==> config.mk <==
export PLATFORM = sky130hd
export DESIGN_NAME = pipe_skid_reg
export DESIGN_NICKNAME = d
export VERILOG_FILES = /design/src/rtl/pipe_pkg.sv /design/src/rtl/pipe_data_reg.sv /design/src/rtl/pipe_skid_reg.sv
export SDC_FILE = /design/constraint.sdc
export NUM_CORES = 1
export LEC_CHECK = 0
export CORE_ASPECT_RATIO = 0.6
export CORE_UTILIZATION = 45
export DETAILED_ROUTE_END_ITERATION = 10
export GPL_ROUTABILITY_DRIVEN = 0
export PLACE_DENSITY_LB_ADDON = 0.1
export SLEW_MARGIN = 15
export SYNTH_ARGS = -nofsm -noshare
export SYNTH_HDL_FRONTEND = slang
export SYNTH_HIERARCHICAL = 1
export SYNTH_SLANG_ARGS = --single-unit
==> constraint.sdc <==
create_clock -name clk -period 3.1 [get_ports clk]
set_input_delay 0.31 -clock clk [delete_from_list [all_inputs] [get_ports clk]]
set_output_delay 0.31 -clock clk [all_outputs]
set_load 0.01 [all_outputs]
==> src/rtl/pipe_pkg.sv <==
// Shared definitions for pipeline stage registers: FSM encoding, occupancy width, RV32 NOP.
package pipe_pkg;

  localparam int OCC_W = 2;
  localparam logic [31:0] RV32_NOP = 32'h0000_0013;

  // Bit 0 is main-valid, bit 1 is skid-valid
  typedef enum logic [1:0] {
    EMPTY = 2'b00,
    BUSY  = 2'b01,
    FULL  = 2'b11
  } state_t;

  function automatic logic [OCC_W-1:0] occ_of(input state_t s);
    case (s)
      EMPTY:   return 2'd0;
      BUSY:    return 2'd1;
      default: return 2'd2;
    endcase
  endfunction

endpackage

==> src/rtl/pipe_data_reg.sv <==
// Payload register with load enable; async reset to RESET_VALUE, synchronous clear to FLUSH_VALUE.
module pipe_data_reg
  import pipe_pkg::*;
#(
  parameter int               WIDTH       = 32,
  parameter logic [WIDTH-1:0] RESET_VALUE = '0,
  parameter logic [WIDTH-1:0] FLUSH_VALUE = '0
) (
  input  logic             clk,
  input  logic             rst,
  input  logic             clear,
  input  logic             load,
  input  logic [WIDTH-1:0] d,
  output logic [WIDTH-1:0] q
);

  always_ff @(posedge clk or posedge rst) begin
    if (rst)        q <= RESET_VALUE;
    else if (clear) q <= FLUSH_VALUE;
    else if (load)  q <= d;
  end

endmodule

==> src/rtl/pipe_skid_reg.sv <==
// Pipeline stage register with valid/ready on both sides, synchronous flush and optional
// 2-entry skid buffer that makes in_ready a flop output.
module pipe_skid_reg
  import pipe_pkg::*;
#(
  parameter int               WIDTH       = 32,
  parameter logic [WIDTH-1:0] RESET_VALUE = '0,
  parameter logic [WIDTH-1:0] FLUSH_VALUE = '0,
  parameter bit               SKID_EN     = 1'b1
) (
  input  logic             clk,
  input  logic             rst,
  input  logic             flush,
  input  logic             in_valid,
  output logic             in_ready,
  input  logic [WIDTH-1:0] in_data,
  output logic             out_valid,
  input  logic             out_ready,
  output logic [WIDTH-1:0] out_data,
  output logic [OCC_W-1:0] occupancy
);

  state_t           state_p0, state_nx;
  logic             rdy_p0;
  logic             rdy_comb;
  logic             main_ld, skid_ld;
  logic [WIDTH-1:0] main_d, skid_q;

  assign out_valid = state_p0[0];
  assign occupancy = occ_of(state_p0);
  assign rdy_comb  = !out_valid || out_ready;
  assign in_ready  = SKID_EN ? rdy_p0 : rdy_comb;

  always_comb begin
    state_nx = state_p0;
    main_ld  = 1'b0;
    skid_ld  = 1'b0;
    main_d   = in_data;
    if (flush) begin
      state_nx = EMPTY;
    end else if (SKID_EN) begin
      case (state_p0)
        EMPTY: begin
          if (in_valid) begin
            main_ld  = 1'b1;
            state_nx = BUSY;
          end
        end
        BUSY: begin
          if (out_ready) begin
            if (in_valid) main_ld  = 1'b1;
            else          state_nx = EMPTY;
          end else if (in_valid) begin
            skid_ld  = 1'b1;
            state_nx = FULL;
          end
        end
        default: begin
          // FULL: input side is closed, drain skid into main when downstream takes
          if (out_ready) begin
            main_ld  = 1'b1;
            main_d   = skid_q;
            state_nx = BUSY;
          end
        end
      endcase
    end else begin
      if (in_valid && rdy_comb) begin
        main_ld  = 1'b1;
        state_nx = BUSY;
      end else if (out_valid && out_ready) begin
        state_nx = EMPTY;
      end
    end
  end

  // Stage p0: control state and registered ready
  always_ff @(posedge clk or posedge rst) begin
    if (rst) begin
      state_p0 <= EMPTY;
      rdy_p0   <= 1'b1;
    end else begin
      state_p0 <= state_nx;
      rdy_p0   <= (state_nx != FULL);
    end
  end

  pipe_data_reg #(
    .WIDTH       (WIDTH),
    .RESET_VALUE (RESET_VALUE),
    .FLUSH_VALUE (FLUSH_VALUE)
  ) u_main (
    .clk   (clk),
    .rst   (rst),
    .clear (flush),
    .load  (main_ld),
    .d     (main_d),
    .q     (out_data)
  );

  generate
    if (SKID_EN) begin : g_skid
      pipe_data_reg #(
        .WIDTH       (WIDTH),
        .RESET_VALUE (RESET_VALUE),
        .FLUSH_VALUE (FLUSH_VALUE)
      ) u_skid (
        .clk   (clk),
        .rst   (rst),
        .clear (flush),
        .load  (skid_ld),
        .d     (in_data),
        .q     (skid_q)
      );
    end else begin : g_noskid
      assign skid_q = '0;
    end
  endgenerate

endmodule
==> metrics.yaml, run 1 <==
status: "finished clean"
worst_slew_pin_slew_ns: 0.684
drtPass1Iterations: 4
ant_nets: 0
hold_path.class: "input pin to register"
p_leak_nw: 1.99
layout_min_cycle_time_ns: 1.98
setup_tns_ns: 0
crit_path_start: "out_ready"
ys_types: 20
core_region_area_um2: 6940
cts_tree: "done"
cp-endpoint: "u_main/q[5]"
ctsHtreeMaxLevel: 3
rows: 23
insertedDiodeCount: 0
postSynthNetCount: 299
setup_viol: 0
cts_num_sinks: 67
dpl.hpwl_um: 4400
synth-seq-cells: 67
final_common_cell: "clkdlybuf4s50_1"
cts_resized: 0
skew_ns: 0.00392
rr_startpoint: "state_p0[1]"
layout-drive-gt1-share: 0.175
hold_ws_ns: 0.223
clkLatencyLatePin_ns: 0.34
avgSynthCellArea_um2: 12.8
via_count: 2141
criticalPathCategory: "input pin to register"
seq_area_um2: 1680
multi_input_area_um2: 1450
r2r_end: "u_main/q[5]"
fin_crit_sh: 0.639
hold_viol: 0
grt_max_degree: 67
gr-total-overflow: 0
grt_pass1_wl_um: 11200
start_util: 0.482
final_max_slew_viol_count: 0
area_growth_syn_to_layout_pct: 29.5
syn_inst: 262
required_ns: 3.29
numCtsBuffers: 9
relSlewSlack: 0.544
cts.clk_slew.worst_paths_ns: 0.05
final_cell_mix: "clkdlybuf4s50_1 (71), dfrtp_1 (66), nor2_1 (65)"
ys_seq_area_frac: 0.502
die_area_um2: 7790
antenna_found_initial: 0
grt_pass1_vias: 2201
io_pins: 73
reg2reg_slack_ns: 1.15
grt_setup_unrepaired: "false"
endpoint_kind: "register"
drt-total-wl_um: 6910
cp_max_fo: 32
cts.path.max_buffers: 2
drc: 0
arrival_ns: 2.17
cts_setup_buffers: 0
layout.nets: 370
start_kind: "input pin"
synth_area_um2: 3340
die_x_um: 113
cap_violations: 0
grt_use_total: 0.199
power_density_nw_per_um2: 503
fillers: 594
via_per_inst: 4.89
cts_root_buffer: "clkbuf_16"
port_buffers: 72
drt-initial-drc-count: 141
worst_r2r_path_depth: 4
fmax_mhz: 505
yosysWarningCount: 6
vdd_drop_max_v: 0.000272
die_y_um: 68.8
cts_hold_buf: 0
wire_per_inst_um: 15.8
hp-start: "flush"
kinds of logic (layout without fill, tap and decap cells):
group	Yosys count	in the layout	share of synthesized area
multiplexers	96	96	0.333
AND/OR/NAND/NOR	74	74	0.0921
flip-flops	67	67	0.502
buffers and inverters	22	98	0.0663
AO/OA/AOI/OAI	3	3	0.00636
layout make-up:
type,count,share of cell area
clock buffers,15,0.0665
clock inverters,1,0.00116
inverters,3,0.00260
multi-input cells,173,0.336
flip-flops and latches,67,0.388
well taps,100,0.0289
repair buffers,79,0.178
cell usage after synthesis:
master,instances,area share
nand3b_4,1,0.0060
inv_1,3,0.0034
nor2_1,65,0.073
buf_12,6,0.036
buf_6,5,0.017
buf_4,1,0.0022
a21oi_1,1,0.0015
nor3_1,3,0.0045
nand2b_1,2,0.0037
mux2_2,2,0.0067
nand2_1,1,0.0011
o21ba_2,1,0.0030
clkbuf_1,7,0.0079
dfrtp_1,66,0.49
dfstp_2,1,0.0079
a31oi_1,1,0.0019
nor2b_1,1,0.0019
mux2_4,30,0.13
or3_1,1,0.0019
mux2i_1,64,0.19
power breakdown:
part,switching [mW],internal (mW),total (mW),leakage [nW]
clock,0.359,0.627,0.986,0.146
sequential,0.0182,0.904,0.922,0.918
combinational,0.117,0.152,0.268,0.929
worst min path at each step:
stage / to / slack [ns] / depth (start not counted)
2_1_floorplan: state_p0[0] / 0.06 / 1
3_3_place_gp: u_main/q[30] / 0.50 / 2
3_5_place_dp: u_main/q[25] / 0.51 / 2
4_1_cts: state_p0[0] / 0.21 / 2
5_1_grt: state_p0[0] / 0.24 / 2
6_report: state_p0[0] / 0.22 / 2
state kept, by name, indices dropped and copies added, names as in the netlist:
signal           flops
state_p0             2
u_main/q            32
in_ready             1
g_skid.u_skid/q     32
layer usage:
metal / share of wire / wire length (um) / vias up / GRT usage
met1: 0.52 / 3560 / 1045 / 0.268
met3: 0.057 / 394 / 5 / 0.0682
met2: 0.42 / 2890 / 59 / 0.297
li1: - / - / 1032 / -
met4: 0.0087 / 60 / 0 / 0.0839
met5: 0 / 0 / - / 0
through the flow:
step	total power [mW]	cells	cell area (um2)	utilization	setup slack (ns)
after global placement	1.20	422	4040	0.582	0.835
after detailed placement	1.21	422	4040	0.582	0.780
final	2.18	438	4330	0.624	1.12
after global routing	2.26	438	4330	0.624	1.01
after floorplan	1.09	262	3340	-	1.61
after CTS	2.21	438	4330	0.624	1.12
worst max-delay path: stages:
cell and delay [ns]:
clkdlybuf4s50_1 0.60, nand3b_4 0.54, mux2_4 0.49, mux2i_1 0.15, nor2_1 0.06
No activity file was read; power rests on OpenSTA's default activity.
==> run 2, diff against run 1 <==
==> constraint.sdc (replaced) <==
create_clock -name clk -period 1.6 [get_ports clk]
set_input_delay 0.16 -clock clk [delete_from_list [all_inputs] [get_ports clk]]
set_output_delay 0.16 -clock clk [all_outputs]
set_load 0.01 [all_outputs]
==> metrics.yaml, run 2 (synthesized netlist as in run 1, its figures left out) <==
status: "finished with violations"
violations: "negative setup slack"
cap_violations: 0
cp_max_fo: 8
layout.nets: 389
final_common_cell: "clkdlybuf4s50_1"
hold_viol: 0
grt_pass1_vias: 2152
p_int_mw: 3.17
clkPwrFrac: 0.422
grt_pass1_wl_um: 11200
arrival_ns: 1.82
critPathMaxStageDelay_ns: 0.46
route.met3.wl_um: 420
final_max_slew_viol_count: 0
cts_root_buffer: "clkbuf_16"
gr-total-overflow: 0
start_util: 0.482
rows: 23
drtPass1Iterations: 4
final_cell_mix: "clkdlybuf4s50_1 (70), nor2_1 (65), dfrtp_1 (65)"
antenna_found_initial: 0
io_pins: 73
core_region_area_um2: 6940
power.switching_uw: 957
cp_num_cells: 6
clkLatencyLatePin_ns: 0.33
wire_per_inst_um: 16.6
setup_viol: 18
cts_tree: "done"
via_count: 2229
insertedDiodeCount: 0
area_growth_syn_to_layout_pct: 38.9
power_density_nw_per_um2: 890
port_buffers: 72
timing.final.ws_setup_ns: -0.0359
numCtsBuffers: 9
cp_cell_sequence: "o21ba_4, nor3_4, buf_4, buf_12, mux2i_1, nor2_1"
layout_min_cycle_time_ns: 1.64
die_y_um: 68.8
reg2reg_slack_ns: -0.04
endpoint_kind: "register"
rr_startpoint: "state_p0[1]"
drc: 0
ctsHtreeMaxLevel: 3
die_x_um: 113
wl_met1_um: 3770
p_comb_frac: 0.145
reg.largest.list: "g_skid.u_skid/q (32), u_main/q (32), state_p0 (2)"
p_leak_nw: 2.16
cts_num_sinks: 67
placed_cells: 428
grt_use_total: 0.199
r2r_end: "u_main/q[1]"
hold_path.class: "input pin to asynchronous set/reset pin"
met2_length_um: 3260
layout.cells.non_filler: 456
relSlewSlack: 0.598
fmax_mhz: 611
cts.path.max_buffers: 2
dpl.hpwl_um: 4530
final_util: 0.669
crit_buf_inv: 2
start_kind: "register"
vdd_drop_max_v: 0.000779
drt-initial-drc-count: 100
grt_max_degree: 57
setup_tns_ns: -0.254
p_total_mw: 4.13
worst_path_max_delay_cell: "dfrtp_2"
switching_share: 0.232
skew_ns: 0.00532
top_layer_used: "met4"
fin_crit_sh: 1.02
dp_slack_ns: -0.292
fillers: 531
ant_nets: 0
grt_setup_unrepaired: "true"
cts.clk_slew.worst_paths_ns: 0.05
via_per_inst: 4.89
stdcell_area_um2: 4640
hold_ws_ns: 0.121
crit_family: "flip-flops"
drt-total-wl_um: 7560
worst_slew_pin_slew_ns: 0.603
worst_r2r_path_depth: 6
criticalPathCategory: "register to register"
die_area_um2: 7790
place_area_um2: 4130
required_ns: 1.79
layout-drive-gt1-share: 0.225
power_frac_seq: 0.433
-- run 2: layer usage --
metal  vias to the layer above  track usage
met2                        61        0.298
li1                       1071            -
met5                         -            0
met4                         0       0.0855
met1                      1085        0.267
met3                        12       0.0638
-- run 2: final cells by class --
class                   count  area, um2  area share
clock inverters             3       15.0     0.00324
multi-input cells         173       1490       0.320
repair buffers             98       1080       0.232
inverters                   3       11.3     0.00243
flip-flops and latches     67       1680       0.362
well taps                 100        125      0.0270
clock buffers              12        246      0.0531
-- run 2: timing repair --
item	4_1_cts	5_1_grt
hold buffers	0	0
resized for setup	4	10
setup endpoints to repair	28	61
gates cloned	1	5
pin swaps	0	2
buffers inserted	1	6
-- run 2: power by group through the flow --
stage	clock network [mW]	logic (mW)	registers [mW]
2_1_floorplan	0	0.278	1.83
3_3_place_gp	0	0.531	1.81
4_1_cts	1.79	0.558	1.79
3_5_place_dp	0	0.538	1.81
6_report	1.74	0.597	1.79
5_1_grt	1.87	0.640	1.79
-- run 2: worst max path at each step --
stage | startpoint | endpoint
global route | state_p0[1] | u_main/q[1]
detailed placement | out_ready | u_main/q[1]
global placement | out_ready | g_skid.u_skid/q[25]
floorplan | state_p0[1] | u_main/q[0]
CTS | state_p0[0] | u_main/q[1]
finish | state_p0[1] | u_main/q[1]
==> run 3, diff against run 2 <==
--- a/config.mk
+++ b/config.mk
@@ -6,6 +6,7 @@
 export NUM_CORES = 1
 export LEC_CHECK = 0
 export CORE_ASPECT_RATIO = 0.6
+export CORE_MARGIN = 2
 export CORE_UTILIZATION = 45
 export DETAILED_ROUTE_END_ITERATION = 10
 export GPL_ROUTABILITY_DRIVEN = 0
==> metrics.yaml, run 3 (synthesized netlist as in run 1, its figures left out) <==
drt-total-wl_um: 7560
cp_max_fo: 7
hold_ws_ns: 0.0822
cts.clk_slew.worst_paths_ns: 0.05
die_area_um2: 8150
die_x_um: 115
relSlewSlack: 0.705
timing.final.ws_setup_ns: 0.0134
final_max_slew_viol_count: 0
cts_tree: "done"
gr-total-overflow: 0
drtPass1Iterations: 4
cap_violations: 0
drt-initial-drc-count: 131
grt_pass1_vias: 2132
reg.largest.list: "g_skid.u_skid/q (32), u_main/q (32), state_p0 (2)"
placed_cells: 435
rows: 24
arrival_ns: 1.78
final_common_cell: "clkdlybuf4s50_1"
layout.nets: 391
setup_viol: 0
fmax_mhz: 630
layout.cells.non_filler: 463
grt_pass1_wl_um: 11300
core_region_area_um2: 7240
fillers: 573
cts_num_sinks: 67
ant_nets: 0
wire_per_inst_um: 16.3
cts.path.max_buffers: 2
start_util: 0.462
multi_input_area_um2: 1480
clkLatencyLatePin_ns: 0.33
p_leak_nw: 2.16
p_total_mw: 4.10
final_cell_mix: "clkdlybuf4s50_1 (70), nor2_1 (65), dfrtp_1 (65)"
fin_crit_sh: 0.992
layout-drive-gt1-share: 0.231
ctsHtreeMaxLevel: 3
via_count: 2200
insertedDiodeCount: 0
worst_slew_pin_slew_ns: 0.442
antenna_found_initial: 0
endpoint_kind: "register"
status: "finished clean"
criticalPathCategory: "register to register"
seq_area_um2: 1680
hold_viol: 0
layout_min_cycle_time_ns: 1.59
cts_root_buffer: "clkbuf_16"
skew_ns: 0.00268
hold_path.class: "input pin to asynchronous set/reset pin"
dp_slack_ns: -0.215
io_pins: 73
grt_max_degree: 41
die_y_um: 70.8
cts_hold_buf: 0
via_per_inst: 4.75
power_density_nw_per_um2: 884
drc: 0
port_buffers: 72
numCtsBuffers: 9
required_ns: 1.80
grt_use_total: 0.184
start_kind: "register"
dpl.hpwl_um: 4530
area_growth_syn_to_layout_pct: 38.9
grt_setup_unrepaired: "true"
vdd_drop_max_v: 0.000622
run 3: per-layer routing:
metal,part of all wire,vias to the layer above,track usage
met5,0,-,0
met4,0.0098,0,0.0643
met3,0.054,9,0.0617
met2,0.42,59,0.265
met1,0.51,1061,0.262
li1,-,1071,-
run 3: where the power goes:
part / switching [mW] / internal, mW / total (mW)
clock: 0.708 / 1.03 / 1.74
combinational: 0.244 / 0.336 / 0.580
sequential: 0.0322 / 1.75 / 1.78
run 3: critical path, stage by stage (launching register included):
cell and delay [ns]:
dfrtp_2 0.45, buf_6 0.14, nand3b_4 0.18, clkbuf_16 0.20, mux2_4 0.29, mux2i_1 0.13
nor2_1 0.05
run 3: path summary, 6_finish.rpt:
| kind | startpoint | slack, ns | end | cells after the start |
|---|---|---|---|---|
| hold / removal | rst | 0.08 | state_p0[1] | 2 |
| hold reg to reg | u_main/q[20] | 0.51 | u_main/q[20] | 2 |
| max in group asynchronous | rst | 0.96 | g_skid.u_skid/q[3] | 3 |
| min in group clk | flush | 0.17 | u_main/q[18] | 2 |
| setup reg to reg | state_p0[1] | 0.01 | u_main/q[9] | 6 |
| setup / recovery | state_p0[1] | 0.01 | u_main/q[9] | 6 |
run 3: repair_timing:
item	4_1_cts	5_1_grt
pin swaps	0	2
buffers inserted	0	5
setup endpoints to repair	2	36
gates cloned	0	7
endpoints found under the hold margin	0	0
gates resized for setup	2	11
run 3: final cells by class:
type                       instances  share of cell area
multi-input combinational        173               0.318
timing repair buffer             100               0.234
sequential                        67               0.362
clock buffer                      10              0.0493
clock inverter                     6             0.00701
tap                              104              0.0280
inverter                           3             0.00243
run 3: per-stage QoR:
| step | utilization | instance area [um2] | TNS [ns] |
|---|---|---|---|
| finish | 0.642 | 4640 | 0 |
| global route | 0.642 | 4640 | -0.842 |
| CTS | 0.611 | 4420 | 0 |
| detailed placement | 0.575 | 4160 | -10.22 |
| global placement | 0.575 | 4160 | -10.04 |
| floorplan | - | 3340 | 0 |
